## config.mk

```make
export PLATFORM = sky130hd
export DESIGN_NAME = frame_decoder
export DESIGN_NICKNAME = d
export VERILOG_FILES = /design/src/rtl/frame_decoder.sv
export SDC_FILE = /design/constraint.sdc
export NUM_CORES = 1
export LEC_CHECK = 0
export ABC_AREA = 1
export CORE_MARGIN = 4
export CORE_UTILIZATION = 58
export DETAILED_ROUTE_END_ITERATION = 6
export HOLD_SLACK_MARGIN = 0.06
export PLACE_DENSITY = 0.81
export SKIP_CTS_REPAIR_TIMING = 1
export SLEW_MARGIN = 15
export SYNTH_ARGS = -nofsm -noshare
export SYNTH_HDL_FRONTEND = slang
export SYNTH_SLANG_ARGS = --single-unit
```

## constraint.sdc

```tcl
create_clock -name i_clk -period 2.5 [get_ports i_clk]
set_clock_uncertainty 0.15 [all_clocks]
set_input_delay 0.5 -clock i_clk [delete_from_list [all_inputs] [get_ports i_clk]]
set_output_delay 0.5 -clock i_clk [all_outputs]
set_load 0.03 [all_outputs]
```

## src/rtl/frame_decoder.sv

```systemverilog
// frame_decoder
//
// Serial frame decoder behind the CDR. One recovered bit arrives per i_DataEn strobe.
// The block hunts for SYNC_WORD, deserializes a 16-bit payload, checks it against the
// CRC-8 that follows (poly 0x07, init 0, MSB first) and publishes good payloads. It also
// tracks link lock (LOCK_FRAMES consecutive good frames), a loss-of-signal timeout
// (TIMEOUT_CYC clocks without a good frame) and a saturating CRC error counter.
//
// Ports:
//   i_clk           clock, single domain
//   i_res_n         synchronous active-low reset
//   i_RecoveryData  recovered bit, valid while i_DataEn=1
//   i_DataEn        one-cycle bit strobe
//   o_Data          last CRC-good payload, MSB = first received bit
//   o_DataValid     one-cycle pulse, o_Data just updated
//   o_CrcErr        one-cycle pulse, frame failed CRC
//   o_LinkUp        link locked
//   o_ErrCnt        CRC error count, saturates at 255
module frame_decoder #(
  parameter logic [7:0]  SYNC_WORD   = 8'hA7,
  parameter int unsigned LOCK_FRAMES = 4,
  parameter int unsigned TIMEOUT_CYC = 4000
) (
  input  logic        i_clk,
  input  logic        i_res_n,
  input  logic        i_RecoveryData,
  input  logic        i_DataEn,
  output logic [15:0] o_Data,
  output logic        o_DataValid,
  output logic        o_CrcErr,
  output logic        o_LinkUp,
  output logic [7:0]  o_ErrCnt
);

  localparam int unsigned TW = $clog2(TIMEOUT_CYC + 1);
  localparam int unsigned GW = $clog2(LOCK_FRAMES + 1);
  localparam logic [TW-1:0] ToMax   = TW'(TIMEOUT_CYC);
  localparam logic [GW-1:0] LockMax = GW'(LOCK_FRAMES);
  localparam logic [7:0]    CrcPoly = 8'h07;

  typedef enum logic [1:0] {StHunt, StPayload, StCheck} state_e;

  state_e        state_q, state_d;
  // In StHunt counts fresh bits (saturating at 7); otherwise counts bits of the field.
  logic [3:0]    cnt_q, cnt_d;
  logic [7:0]    sr_q, sr_d;
  logic [15:0]   payload_q, payload_d;
  logic [7:0]    crc_q, crc_d;
  logic [7:0]    rx_crc_q, rx_crc_d;
  logic [15:0]   data_q, data_d;
  logic          dv_q, dv_d;
  logic          ce_q, ce_d;
  logic          link_q, link_d;
  logic [7:0]    err_q, err_d;
  logic [GW-1:0] good_q, good_d;
  logic [TW-1:0] to_q, to_d;

  logic [7:0] sr_shift;
  logic [7:0] rx_full;
  logic [7:0] crc_next;
  logic       crc_fb;
  logic       frame_done;
  logic       crc_ok;
  logic       to_hit;

  always_comb begin
    sr_shift   = {sr_q[6:0], i_RecoveryData};
    rx_full    = {rx_crc_q[6:0], i_RecoveryData};
    crc_fb     = crc_q[7] ^ i_RecoveryData;
    crc_next   = {crc_q[6:0], 1'b0} ^ (crc_fb ? CrcPoly : 8'h00);
    frame_done = i_DataEn && (state_q == StCheck) && (cnt_q == 4'd7);
    crc_ok     = (rx_full == crc_q);
    // Fires once, on the clock where the idle counter reaches its limit.
    to_hit     = (to_q == ToMax - 1'b1);
  end

  always_comb begin
    state_d   = state_q;
    cnt_d     = cnt_q;
    sr_d      = sr_q;
    payload_d = payload_q;
    crc_d     = crc_q;
    rx_crc_d  = rx_crc_q;
    data_d    = data_q;
    dv_d      = 1'b0;
    ce_d      = 1'b0;
    link_d    = link_q;
    err_d     = err_q;
    good_d    = good_q;
    to_d      = (to_q == ToMax) ? to_q : to_q + 1'b1;

    if (to_hit && !frame_done) begin
      // Loss of signal: drop lock and abandon any partial frame; the bit is discarded.
      state_d = StHunt;
      cnt_d   = 4'd0;
      link_d  = 1'b0;
      good_d  = '0;
    end else if (i_DataEn) begin
      case (state_q)
        StHunt: begin
          sr_d = sr_shift;
          if ((cnt_q == 4'd7) && (sr_shift == SYNC_WORD)) begin
            state_d = StPayload;
            cnt_d   = 4'd0;
            crc_d   = 8'h00;
          end else if (cnt_q != 4'd7) begin
            cnt_d = cnt_q + 4'd1;
          end
        end
        StPayload: begin
          payload_d = {payload_q[14:0], i_RecoveryData};
          crc_d     = crc_next;
          if (cnt_q == 4'd15) begin
            state_d = StCheck;
            cnt_d   = 4'd0;
          end else begin
            cnt_d = cnt_q + 4'd1;
          end
        end
        StCheck: begin
          rx_crc_d = rx_full;
          if (cnt_q == 4'd7) begin
            state_d = StHunt;
            cnt_d   = 4'd0;
            if (crc_ok) begin
              data_d = payload_q;
              dv_d   = 1'b1;
              to_d   = '0;
              good_d = (good_q == LockMax) ? good_q : good_q + 1'b1;
              link_d = (good_d == LockMax);
            end else begin
              ce_d   = 1'b1;
              err_d  = (err_q == 8'hFF) ? err_q : err_q + 8'd1;
              good_d = '0;
              link_d = 1'b0;
            end
          end else begin
            cnt_d = cnt_q + 4'd1;
          end
        end
        default: begin
          state_d = StHunt;
          cnt_d   = 4'd0;
        end
      endcase
    end
  end

  always_ff @(posedge i_clk) begin
    if (!i_res_n) begin
      state_q   <= StHunt;
      cnt_q     <= 4'd0;
      sr_q      <= 8'h00;
      payload_q <= 16'h0000;
      crc_q     <= 8'h00;
      rx_crc_q  <= 8'h00;
      data_q    <= 16'h0000;
      dv_q      <= 1'b0;
      ce_q      <= 1'b0;
      link_q    <= 1'b0;
      err_q     <= 8'h00;
      good_q    <= '0;
      to_q      <= '0;
    end else begin
      state_q   <= state_d;
      cnt_q     <= cnt_d;
      sr_q      <= sr_d;
      payload_q <= payload_d;
      crc_q     <= crc_d;
      rx_crc_q  <= rx_crc_d;
      data_q    <= data_d;
      dv_q      <= dv_d;
      ce_q      <= ce_d;
      link_q    <= link_d;
      err_q     <= err_d;
      good_q    <= good_d;
      to_q      <= to_d;
    end
  end

  assign o_Data      = data_q;
  assign o_DataValid = dv_q;
  assign o_CrcErr    = ce_q;
  assign o_LinkUp    = link_q;
  assign o_ErrCnt    = err_q;

endmodule
```

==> impl_metrics.yaml <==
finish:
  area.growth.synth_to_final_pct: 13.3
  share_of_final_layout_standard_cells_stronger_than_drive_strength_1: 0.0751
  number_of_fillers_in_the_final_layout: 525
  register_area_um2: 1720
  multi_input_comb_area_um2: 1880
  nNetsFinal: 591
  n_diodes: 0
  fin_area_um2: 4500
  layout_common_cells: "sky130_fd_sc_hd__nand2_1, sky130_fd_sc_hd__dfxtp_1, sky130_fd_sc_hd__nor2_1"
  most_common_library_cell_in_the_layout_ignoring_fill_and_taps: "sky130_fd_sc_hd__nand2_1"
setup_path:
  cpLargestDelayFamily: "buffers and inverters"
  worstPathCellList: "clkdlybuf4s50_1"
  critical_path_required_ns: 1.85
  timing.rr.end: "payload_q[4]"
  critical_path.endpoint_type: "output pin"
  crit_fanout: 6
  cp_data_arrival_time_ns: 1.56
  rr_startpoint: "cnt_q[0]"
  worst_setup_path_start_kind: "flip-flop"
  crit_path_max_incr_delay_ns: 0.74
  timing_worst_setup_path_type: "reg -> out"
  reg2regPathDepth: 11
  critical_path.n_buffers_inverters: 1
  setup.reg_to_reg.worst_slack_ns: 0.30
  cpMaxStageDelayCell: "sky130_fd_sc_hd__clkdlybuf4s50_1"
logic_synthesis:
  synthXorXnorAreaFrac: 0.0353
  synth-seq-cells: 86
  synth_nets: 565
  synth.lib_cells_used.distinct: 34
  yosysTopAreaCellShare: 0.433
  yosys.area_share.simple: 0.338
  area_fraction_in_compound_gates_after_synthesis: 0.0803
  synth_top_family_by_area: "simple AND/OR/NAND/NOR gates"
  synth_fa_ha_area_frac: 0.0189
  synthArstFlopShare: 0
  synth-edff-count: 0
  netlist.top_cell.by_area: "sky130_fd_sc_hd__dfxtp_1"
  synth-warning-count: 0
  synth.cell_area_um2: 3980
  synthCells: 555
  yosys-top-cells-area: "sky130_fd_sc_hd__dfxtp_1, sky130_fd_sc_hd__nand2_1, sky130_fd_sc_hd__nor2_1"
  synth_mux_area_frac: 0
  synth_seq_area_share: 0.433
  post_synth.cell_area_avg_um2: 7.16
  synth_flop_cell: "sky130_fd_sc_hd__dfxtp_1"
floorplan:
  design.core.area_um2: 6490
  die_width_um: 90.8
  rows: 29
  die_area_um2: 8240
  num_io_pins: 31
  die_height_um: 90.8
  initial_core_util: 0.612
min_path:
  timing.hold.worst.class: "reg -> reg"
  timing.hold.worst_path_depth: 2
  worst_hold_startpoint: "sr_q[6]"
  min_to: "sr_q[6]"
sta:
  layout_worst_path_cycle_share: 0.882
  finalCriticalPeriod_ns: 2.21
  fmax_mhz: 453
  totalNegativeSetupSlack_ns: 0
  setup_viol_count_final: 0
  final.setup.worst_slack_ns: 0.294
  setup_repair_after_global_routing_missed_its_margin: "no"
  max_slew.worst_pin.slew_ns: 0.466
  finalHoldViolCount: 0
  slew_viol_final: 0
  max-slew-margin-rel: 0.688
pwr:
  ir_drop_mv: 0.396
  powerDensity_nw_per_um2: 557
  power.leakage_nw: 1.90
placement:
  dp_hpwl_um: 5670
  io_buffers: 30
  dpl-instance-area_um2: 4290
  final_gp_congestion: 0.855
  detailedPlace.worstSlack_ns: 0.0500
clock_tree:
  clock_net_sink_count: 86
  cts-root-buf: "sky130_fd_sc_hd__clkbuf_8"
  cts_max_path_buffers: 2
  tritoncts: "done"
  total_clock_buffers_created_by_cts: 9
  insertion_delay_ns: 0.36
  clock_tree.htree_level_count: 3
  clock_pin_slew_on_the_worst_setup_and_hold_paths_ns: 0.09
global_routing:
  first_global_vias: 3264
  global_route.overflow_total: 0
  maximum_number_of_pins_on_one_net_before_global_route_repair: 44
  grt_first_pass_wirelength_um: 14400
  track_usage: 0.209
  grt_antenna_before_repair: 0
routing:
  drt_first_pass_iters: 5
  drt-initial-drc-count: 142
  ant_nets: 0
  detail_route.drc_violations: 0
  finalWirelength_um: 8340
  avgRoutedWirePerCell_um: 12.6
  detail_route.vias_per_cell: 5.30
  number_of_vias_after_detailed_routing: 3517
outcome:
  result_of_the_run: "finished, final reports clean"
flow_run:
  timing.max_cap.violations: 0
==> metrics by stage <==
stage                     hold WS, ns  std cells  power [mW]   util
after floorplan                 0.291        555        1.49      -
after global placement          0.300        647        1.51  0.661
after detailed placement        0.309        647        1.51  0.661
after CTS                       0.325        663        2.53  0.694
after global routing            0.342        663        2.60  0.694
final                           0.326        663        2.51  0.694
==> synth_stat cells (4+ instances only) <==
cell / n
sky130_fd_sc_hd__dfxtp_1: 86
sky130_fd_sc_hd__nor3_1: 5
sky130_fd_sc_hd__buf_6: 4
sky130_fd_sc_hd__buf_2: 6
sky130_fd_sc_hd__o21ai_0: 14
sky130_fd_sc_hd__o21ai_1: 10
sky130_fd_sc_hd__xnor2_1: 6
sky130_fd_sc_hd__nand3_1: 33
sky130_fd_sc_hd__a21oi_1: 34
sky130_fd_sc_hd__clkbuf_1: 4
sky130_fd_sc_hd__nand4_1: 22
sky130_fd_sc_hd__nor2_1: 82
sky130_fd_sc_hd__ha_1: 6
sky130_fd_sc_hd__xor2_1: 10
sky130_fd_sc_hd__inv_1: 57
sky130_fd_sc_hd__nand2_1: 140
sky130_fd_sc_hd__buf_4: 5
==> report_power, final <==
| group | total [mW] | internal [mW] | switching, mW |
|---|---|---|---|
| registers | 1.39 | 1.38 | 0.00936 |
| clock network | 1.03 | 0.505 | 0.525 |
| logic | 0.0887 | 0.0300 | 0.0587 |
| total | 2.51 | 1.92 | 0.594 |
==> cell families after synthesis <==
| group | after synthesis |
|---|---|
| and+or+nand+nor | 302 |
| DFF | 86 |
| buffers and inverters | 83 |
| AOI/OAI and AO/OA | 62 |
| xor gates and xnor gates | 16 |
| adders and majority gates | 6 |
==> sequential cells by signal, summed over array words and instances, names as in the netlist <==
signal / flops
o_Data: 16
good_q: 3
o_LinkUp: 1
o_DataValid: 1
to_q: 12
crc_q: 8
cnt_q: 4
state_q: 2
payload_q: 16
o_CrcErr: 1
o_ErrCnt: 8
rx_crc_q: 7
sr_q: 7
==> worst max-delay path by stage <==
stage | slack (ns) | cells past startpoint | start | to
after floorplan | 0.66 | 9 | o_ErrCnt[1] | o_ErrCnt[6]
after global placement | 0.12 | 8 | i_RecoveryData | o_Data[4]
after detailed placement | 0.05 | 8 | i_RecoveryData | crc_q[2]
after CTS | 0.28 | 1 | o_ErrCnt[2] | o_ErrCnt[2]
after global routing | 0.08 | 10 | cnt_q[0] | payload_q[3]
final | 0.29 | 1 | o_ErrCnt[2] | o_ErrCnt[2]
==> metal layers <==
layer | vias up | track usage | routed length [um]
li1 | 1818 | - | -
met1 | 1611 | 0.270 | 3910
met2 | 79 | 0.349 | 3990
met3 | 9 | 0.0350 | 335
met4 | 0 | 0.0791 | 107
met5 | - | 0 | 0
==> worst register-to-register path, cell delays in order, from the launching register on <==
cell and delay [ns]:
sky130_fd_sc_hd__dfxtp_1 0.37, sky130_fd_sc_hd__ha_1 0.18, sky130_fd_sc_hd__nand2_1 0.14, sky130_fd_sc_hd__nor2_4 0.18, sky130_fd_sc_hd__nand3_4 0.14, sky130_fd_sc_hd__clkinv_4 0.14
sky130_fd_sc_hd__nor2_4 0.07, sky130_fd_sc_hd__inv_4 0.16, sky130_fd_sc_hd__nand3_4 0.30, sky130_fd_sc_hd__nand2_1 0.16, sky130_fd_sc_hd__nand2_1 0.07, sky130_fd_sc_hd__nor2_1 0.10
==> area by class of cell <==
| cell class | instances | area share |
|---|---|---|
| Timing Repair Buffer | 36 | 0.0794 |
| Sequential cell | 86 | 0.382 |
| Tap cell | 77 | 0.0214 |
| Multi-Input combinational cell | 386 | 0.417 |
| Clock buffer | 10 | 0.0306 |
| Inverter | 62 | 0.0533 |
| Clock inverter | 6 | 0.0164 |
No activity file was read; power rests on OpenSTA's default activity.
